### config.mk
export PLATFORM = sky130hd
export DESIGN_NAME = hs_npu_mem_bridge
export DESIGN_NICKNAME = d
export VERILOG_FILES = /design/src/rtl/hs_npu_mem_bridge.sv
export SDC_FILE = /design/constraint.sdc
export NUM_CORES = 1
export LEC_CHECK = 0
export CAP_MARGIN = 5
export CORE_MARGIN = 5
export CORE_UTILIZATION = 49
export CTS_CLUSTER_SIZE = 30
export DETAILED_ROUTE_END_ITERATION = 7
export HOLD_SLACK_MARGIN = 0.03
export PLACE_DENSITY = 0.8
export SYNTH_ARGS = -nofsm -noshare
export SYNTH_HDL_FRONTEND = slang
export SYNTH_SLANG_ARGS = --single-unit
### constraint.sdc
create_clock -name clk -period 3.45 [get_ports clk]
set_input_delay 0.5175 -clock clk [delete_from_list [all_inputs] [get_ports clk]]
set_output_delay 0.5175 -clock clk [all_outputs]
set_load 0.01 [all_outputs]
### src/rtl/hs_npu_mem_bridge.sv
// hs_npu_mem_bridge: NPU line requests served as sequential 32-bit Avalon-MM word transfers.
// Optional read watchdog enabled by defining HS_NPU_MEM_BRIDGE_TIMEOUT_EN.
module hs_npu_mem_bridge #(
  parameter int WORDS_PER_LINE = 2,
  parameter int TIMEOUT_CYCLES = 1024
) (
  input  logic                          clk,
  input  logic                          rst,
  input  logic                          npu_read_req_i,
  input  logic                          npu_write_req_i,
  input  logic [31:0]                   npu_address_i,
  input  logic [32*WORDS_PER_LINE-1:0]  npu_wdata_i,
  output logic [32*WORDS_PER_LINE-1:0]  npu_rdata_o,
  output logic                          npu_valid_o,
  output logic [31:0]                   avm_address_o,
  output logic                          avm_read_o,
  output logic                          avm_write_o,
  output logic [31:0]                   avm_writedata_o,
  input  logic                          avm_waitrequest_i,
  input  logic [31:0]                   avm_readdata_i,
  input  logic                          avm_readdatavalid_i,
  output logic                          err_o
);
  localparam int CW = $clog2(WORDS_PER_LINE + 1);
  localparam int LW = 32 * WORDS_PER_LINE;
  if (WORDS_PER_LINE < 1 || TIMEOUT_CYCLES < 1) begin : g_bad_param
    $error("hs_npu_mem_bridge: WORDS_PER_LINE and TIMEOUT_CYCLES must be >= 1");
  end
  typedef enum logic [2:0] {IDLE, RD_ISSUE, RD_WAIT, WR, DONE} state_t;
  state_t r_state, w_next;
  logic [31:0]   r_addr, w_word_addr;
  logic [LW-1:0] r_wdata, r_shadow, r_rdata, w_line;
  logic [CW-1:0] r_issue_cnt, r_recv_cnt;
  logic          w_rd_phase, w_beat, w_accept, w_last_issue, w_last_beat, w_all_recv, w_timeout;
  assign w_rd_phase   = (r_state == RD_ISSUE) || (r_state == RD_WAIT);
  assign w_beat       = w_rd_phase && avm_readdatavalid_i && (r_recv_cnt < CW'(WORDS_PER_LINE));
  assign w_accept     = ((r_state == RD_ISSUE) || (r_state == WR)) && !avm_waitrequest_i;
  assign w_last_issue = w_accept && (r_issue_cnt == CW'(WORDS_PER_LINE - 1));
  assign w_last_beat  = w_beat && (r_recv_cnt == CW'(WORDS_PER_LINE - 1));
  assign w_all_recv   = (r_recv_cnt + CW'(w_beat)) == CW'(WORDS_PER_LINE);
  assign w_word_addr  = r_addr + {r_issue_cnt, 2'b00};
  assign npu_rdata_o  = r_rdata;
  // Shadow line with the current beat merged, so completion can copy it on the same edge.
  always_comb begin
    w_line = r_shadow;
    if (w_beat) w_line[32*32'(r_recv_cnt) +: 32] = avm_readdata_i;
  end
  always_comb begin
    w_next          = r_state;
    npu_valid_o     = 1'b0;
    avm_read_o      = 1'b0;
    avm_write_o     = 1'b0;
    avm_address_o   = '0;
    avm_writedata_o = '0;
    case (r_state)
      IDLE: w_next = npu_write_req_i ? WR : (npu_read_req_i ? RD_ISSUE : IDLE);
      RD_ISSUE: begin
        avm_read_o    = 1'b1;
        avm_address_o = w_word_addr;
        if (w_last_issue) w_next = w_all_recv ? DONE : RD_WAIT;
      end
      RD_WAIT: if (w_last_beat) w_next = DONE;
      WR: begin
        avm_write_o     = 1'b1;
        avm_address_o   = w_word_addr;
        avm_writedata_o = r_wdata[32*32'(r_issue_cnt) +: 32];
        if (w_last_issue) w_next = DONE;
      end
      DONE: begin
        npu_valid_o = 1'b1;
        w_next      = IDLE;
      end
      default: w_next = IDLE;
    endcase
    if (w_timeout) w_next = DONE;
  end
  always_ff @(posedge clk) begin
    if (rst) begin
      r_state     <= IDLE;
      r_addr      <= '0;
      r_wdata     <= '0;
      r_shadow    <= '0;
      r_rdata     <= '0;
      r_issue_cnt <= '0;
      r_recv_cnt  <= '0;
    end else begin
      r_state <= w_next;
      if (r_state == IDLE) begin
        r_addr      <= {npu_address_i[31:2], 2'b00};
        r_wdata     <= npu_wdata_i;
        r_shadow    <= '0;
        r_issue_cnt <= '0;
        r_recv_cnt  <= '0;
      end else begin
        if (w_accept) r_issue_cnt <= r_issue_cnt + 1'b1;
        if (w_beat) begin
          r_shadow   <= w_line;
          r_recv_cnt <= r_recv_cnt + 1'b1;
        end
      end
      if (w_rd_phase && w_next == DONE) r_rdata <= w_line;
    end
  end
`ifdef HS_NPU_MEM_BRIDGE_TIMEOUT_EN
  localparam int TW = $clog2(TIMEOUT_CYCLES + 1);
  logic [TW-1:0] r_wd;
  logic          r_err;
  assign w_timeout = w_rd_phase && (r_wd == TW'(TIMEOUT_CYCLES));
  assign err_o     = r_err;
  // Missing words are already zero in the shadow line, so the timeout just completes the read.
  always_ff @(posedge clk) begin
    if (rst) begin
      r_wd  <= '0;
      r_err <= 1'b0;
    end else begin
      if (r_state == IDLE || w_beat) r_wd <= '0;
      else if (w_rd_phase && r_issue_cnt != r_recv_cnt && !w_timeout) r_wd <= r_wd + 1'b1;
      if (w_timeout) r_err <= 1'b1;
    end
  end
`else
  assign w_timeout = 1'b0;
  assign err_o     = 1'b0;
`endif
endmodule

Word level (Yosys, flattened, before mapping)

Index checks and enable logic that the tools add are counted.

Bits in registers: 229
Logic and storage cells: 50

Add/subtract/negate cells: 5
Order comparisons: 1
Eq/ne operators: 8
Shift operators: 3
Mux-type cells: 14
Reduce and logical (&&, ||, !) cells: 12

Operator list:

| cell                                                   | number |
|---|---|
| bitwise mux 64 bit                                     | 1 |
| two-way mux 32 bit                                     | 2 |
| two-way mux 64 bit                                     | 1 |
| variable shift 32 x 34 -> 64 bit, first input constant | 1 |
| indexed part select 32 x 34 -> 64 bit                  | 1 |
| indexed part select 64 x 8 -> 32 bit                   | 1 |
| negator 7 -> 34 bit                                    | 1 |
| adder 32 x 4 -> 32 bit                                 | 1 |
| two-way mux 3 bit                                      | 4 |
| one-hot mux 3 bit (4 select lines)                     | 1 |
| == test 3 x 2 -> 1 bit, second input constant          | 2 |
| == test 3 bit, second input constant                   | 2 |
| logical AND 1 bit                                      | 6 |
| adder 2 x 1 -> 2 bit, second input constant            | 2 |
| == test 2 x 1 -> 1 bit, second input constant          | 2 |
| two-way mux 1 bit                                      | 4 |
| OR reduction 2 bit                                     | 2 |
| == test 3 x 1 -> 1 bit, second input constant          | 1 |
| logical NOT 3 bit                                      | 1 |
| adder 2 x 1 -> 2 bit                                   | 1 |
| == test 2 bit, second input constant                   | 1 |
| logical OR 1 bit                                       | 2 |
| < comparator 2 bit, second input constant              | 1 |
| two-way mux 2 bit                                      | 1 |
| logical NOT 1 bit                                      | 1 |

Longest topological paths before layout

Gate-level depths: netlist (run 1).

Depth in word-level cells: 11
Mapped depth: 10

Worst setup path after synthesis (run 1)

OpenSTA, ideal clock, no wires.

Path kind: register to register
From: register r_recv_cnt[0]
To: register r_rdata[2] (netlist: npu_rdata_o[2])
Library setup time: 0.086 ns
Arrival time: 2.372 ns
Required time: 3.364 ns
Slack: 0.992 ns
Cell stages (with the launch flop): 11
Path buffers: 4
Clock period less this slack: 2.458 ns
Path through: dfxtp_1 > buf_2 > buf_1 > inv_1 > ha_1 > buf_2 > nor3b_1 > clkbuf_1 > and4_1 > a21oi_1 > a211oi_1

Word-level cells in the longest chain between the ends: 9
Elaborated cells on any way between the ends: 17
Classes of those cells: add/sub: 2; order compare: 1; eq/ne: 3; shift: 2; mux: 6; reduce/logical: 3

Ends and longest elaborated chain:

| element                            | RTL line | RTL |
|---|---|---|
| start, declared                    | 33       | `logic [CW-1:0] r_issue_cnt, r_recv_cnt;` |
| start signal, assigned             | 98       | `r_recv_cnt <= r_recv_cnt + 1'b1;` |
| < comparator 2 bit                 | 36       | `assign w_beat = w_rd_phase && avm_readdatavalid_i && (r_recv_cnt < CW'(WORDS_PER_LINE));` |
| logical AND 1 bit                  | 36       |  |
| adder 2 x 1 -> 2 bit               | 40       | `assign w_all_recv = (r_recv_cnt + CW'(w_beat)) == CW'(WORDS_PER_LINE);` |
| == test 2 bit                      | 40       |  |
| two-way mux 3 bit (2 in a row)     | 60       | `if (w_last_issue) w_next = w_all_recv ? DONE : RD_WAIT;` |
| one-hot mux 3 bit (4 select lines) | 55       | `case (r_state)` |
| == test 3 bit                      | 101      | `if (w_rd_phase && w_next == DONE) r_rdata <= w_line;` |
| logical AND 1 bit                  | 101      |  |
| end signal, assigned               | 101      |  |
| end, declared                      | 32       | `logic [LW-1:0] r_wdata, r_shadow, r_rdata, w_line;` |

Parallel ways exist; a longest one is shown, timed or not.
A chain may end at the register's enable or synchronous reset.

Worst setup path after layout (run 1)

From: register r_addr[2]
To: output port avm_address_o[30]

Word-level cells in the longest chain between the ends: 2

Ends and longest elaborated chain:

| element                | RTL line | RTL |
|---|---|---|
| start, declared        | 31       | `logic [31:0] r_addr, w_word_addr;` |
| start signal, assigned | 89       | `r_addr <= {npu_address_i[31:2], 2'b00};` |
| adder 32 x 4 -> 32 bit | 41       | `assign w_word_addr = r_addr + {r_issue_cnt, 2'b00};` |
| two-way mux 32 bit     | 55       |  |
| end, declared          | 15       | `output logic [31:0] avm_address_o,` |

No other way between the ends.

==> results of run 1 <==
[placed cells by master, fill, tap and decap left out, drive strengths merged, types with 5 or more instances in the layout]
cell type and count:
inv 8, or4 7, and4 56, a211oi 67
dfxtp 229, mux2i 35, xor2 10, nand2 206
ha 6, xnor2 5, clkinv 9, a21oi 171
nor3 83, nand3 26, nand2b 8, o31ai 7
buf 25, nor2 117, clkdlybuf4s50 259, nand4 12
clkbuf 29, and2 6
[where the power goes]
group	leakage, nW	internal [mW]	switching [mW]
clock	0.404	1.55	1.10
combinational	2.48	0.508	0.756
sequential	1.87	2.82	0.118
[layout make-up]
class	instances	area share
tap	270	0.0245
clock buffer	29	0.0487
timing repair buffer	284	0.206
inverter	6	0.00163
sequential	229	0.333
multi-input combinational	860	0.375
clock inverter	17	0.0111
[kinds of logic (layout without fill, tap and decap cells)]
family,Yosys count,after routing
adders and majority gates,7,7
AOI/OAI and AO/OA,261,261
xor gates and xnor gates,15,15
DFF,229,229
muxes,35,35
other,1,3
and+or+nand+nor,538,539
buffers and inverters,125,336
[timing repair]
action	CTS	global route
gates cloned	0	1
buffers inserted	0	1
pin swaps	0	1
setup endpoints to repair	1	7
resized for setup	1	8
[worst max-delay path by stage]
| stage | endpoint | slack (ns) | cells past startpoint |
|---|---|---|---|
| floorplan | npu_rdata_o[2] | 0.99 | 10 |
| global placement | avm_address_o[31] | 0.56 | 6 |
| detailed placement | avm_address_o[31] | 0.53 | 6 |
| CTS | avm_address_o[30] | 0.05 | 5 |
| global route | avm_address_o[30] | 0.001 | 5 |
| finish | avm_address_o[30] | 0.13 | 6 |
[stage by stage]
stage          utilization  worst slack (ns)  std cells  total power [mW]  hold slack (ns)
2_1_floorplan            -             0.992       1213              3.78            0.436
3_3_place_gp         0.633             0.562       1647              4.22            0.442
3_5_place_dp         0.633             0.532       1647              4.25            0.446
4_1_cts              0.673            0.0517       1693              6.88            0.454
5_1_grt              0.675           0.00114       1695              7.16            0.468
6_report             0.675             0.131       1695              6.85            0.454
[state kept, by name (all words and copies together), names as in the netlist]
signal       count
r_issue_cnt      2
r_wdata         64
r_recv_cnt       2
npu_rdata_o     64
r_shadow        64
r_state          3
r_addr          30
[worst max-delay path, stage by stage, from the launching register on]
cell	delay, ns
dfxtp_1	0.33
ha_1	0.21
fa_2	0.27
nand4_4	0.17
or4_1	0.55
a21oi_1	0.17
clkdlybuf4s50_1	0.57
[per-layer routing]
metal	up-vias	routed length, um	share of wire	global-route usage
met3	53	2840	0.095	0.0796
met2	338	14000	0.47	0.377
met1	4461	12300	0.41	0.295
met4	0	833	0.028	0.0690
li1	4629	-	-	-
met5	-	0	0	0
==> impl_metrics.tcl, run 1 <==
set metrics [dict create \
    outcome "completed" \
    hold_viol 0 \
    drtIter0Drc 567 \
    cts.sinks 229 \
    yosysMostFrequentCell "dfxtp_1" \
    min_to "r_wdata[17]" \
    firstDrtPassIters 5 \
    cp-start-kind "flop" \
    maxCapViolCount 0 \
    area_growth_pct 34.6 \
    synth_top_family_by_area "simple AND/OR/NAND/NOR gates" \
    layout.nets 1547 \
    routed_via_density 5.59 \
    period_share 0.962 \
    cts_buffers 25 \
    critical_path_required_ns 2.93 \
    r2r-start "r_recv_cnt[0]" \
    r2r_end "npu_rdata_o[0]" \
    crit_start "r_addr[2]" \
    num_vias 9481 \
    synth_cell_types 54 \
    cp_max_fo 9 \
    rsz0062_at_grt "false" \
    post_dp_cell_area_um2 12900 \
    dp_hpwl_um 19900 \
    synth_seq_area_share 0.448 \
    root_buffer "clkbuf_16" \
    start_util 0.501 \
    clk-insertion-delay-late_ns 0.52 \
    yosys_warnings 0 \
    ant_nets 0 \
    crit_path_end_kind "output port" \
    max_slew_margin 0.380 \
    cts.path.max_buffers 3 \
    cts_tree "done" \
    p_leak_nw 4.75 \
    drv_slew 0 \
    ys_ff_latch 229 \
    syn_avg_cell_area_um2 8.45 \
    multiInputGateArea_um2 5170 \
    worstMarginPinSlew_ns 0.930 \
    hold_path.class "reg -> reg" \
    power.density_nw_per_um2 497 \
    async_flop_share 0 \
    drive_above_1_share 0.106 \
    synth_compound_area_frac 0.179 \
    finalSetupTns_ns 0 \
    yosys.area.top_type "dfxtp_1" \
    synthAdderAreaFrac 0.00929 \
    yosys.area_share.simple 0.260 \
    hold_buffers 0 \
    synthCells 1211 \
    synth_area_leaders "dfxtp_1 (45%), a21oi_1 (8.4%), nand2_1 (7.6%), a211oi_2 (7.3%), and4_1 (4.7%)" \
    core_area_um2 20400 \
    yosys-top-cells-count "dfxtp_1 (229), nand2_1 (206), a21oi_1 (171)" \
    synth-edff-count 0 \
    overflow 0 \
    r2r_setup_slack_ns 0.69 \
    antennaDiodeCount 0 \
    grt_pass1_vias 9046 \
    drcViolationCount 0 \
    wl_per_cell_um 17.7 \
    track_usage 0.233 \
    regArea_um2 4590 \
    die_x_um 155 \
    row_count 52 \
    syn_area_um2 10200 \
    finalSetupViolCount 0 \
    ios 266 \
    worstSetupPathType "reg -> out" \
    dieHeight_um 155 \
    reg2reg_depth 8 \
    muxShareOfSynthArea 0.0342 \
    fill_cells 1699 \
    peakVddDrop_mv 0.324 \
    yosys.area.top_type_share 0.448 \
    fin_area_um2 13800 \
    hold_depth 2 \
    grt_antenna_before_repair 0 \
    gp_congestion 0.866 \
    grt_max_degree 162 \
    wl_um 29900 \
    die_area_um2 23900 \
    clock.fmax_mhz 301 \
    finClkSkew_ns 0.0131 \
    synth_flop_cell "dfxtp_1" \
    synth_xor_xnor_area_share 0.0136 \
    path_clk_slew_ns 0.06 \
    min_period_ns 3.32 \
    hp-start "r_wdata[17]" \
    port_buffers 260 \
    cp.arrival_ns 2.80 \
    grt_first_pass_wirelength_um 46600 \
    cts_max_level 1 \
]
(Power assumes the default switching activity.)
==> run 2, diff against run 1 <==
Settings changed: SKIP_CTS_REPAIR_TIMING set to 1.
==> results of run 2 <==
No change in the layout: final DEF, timing and power equal those of run 1.
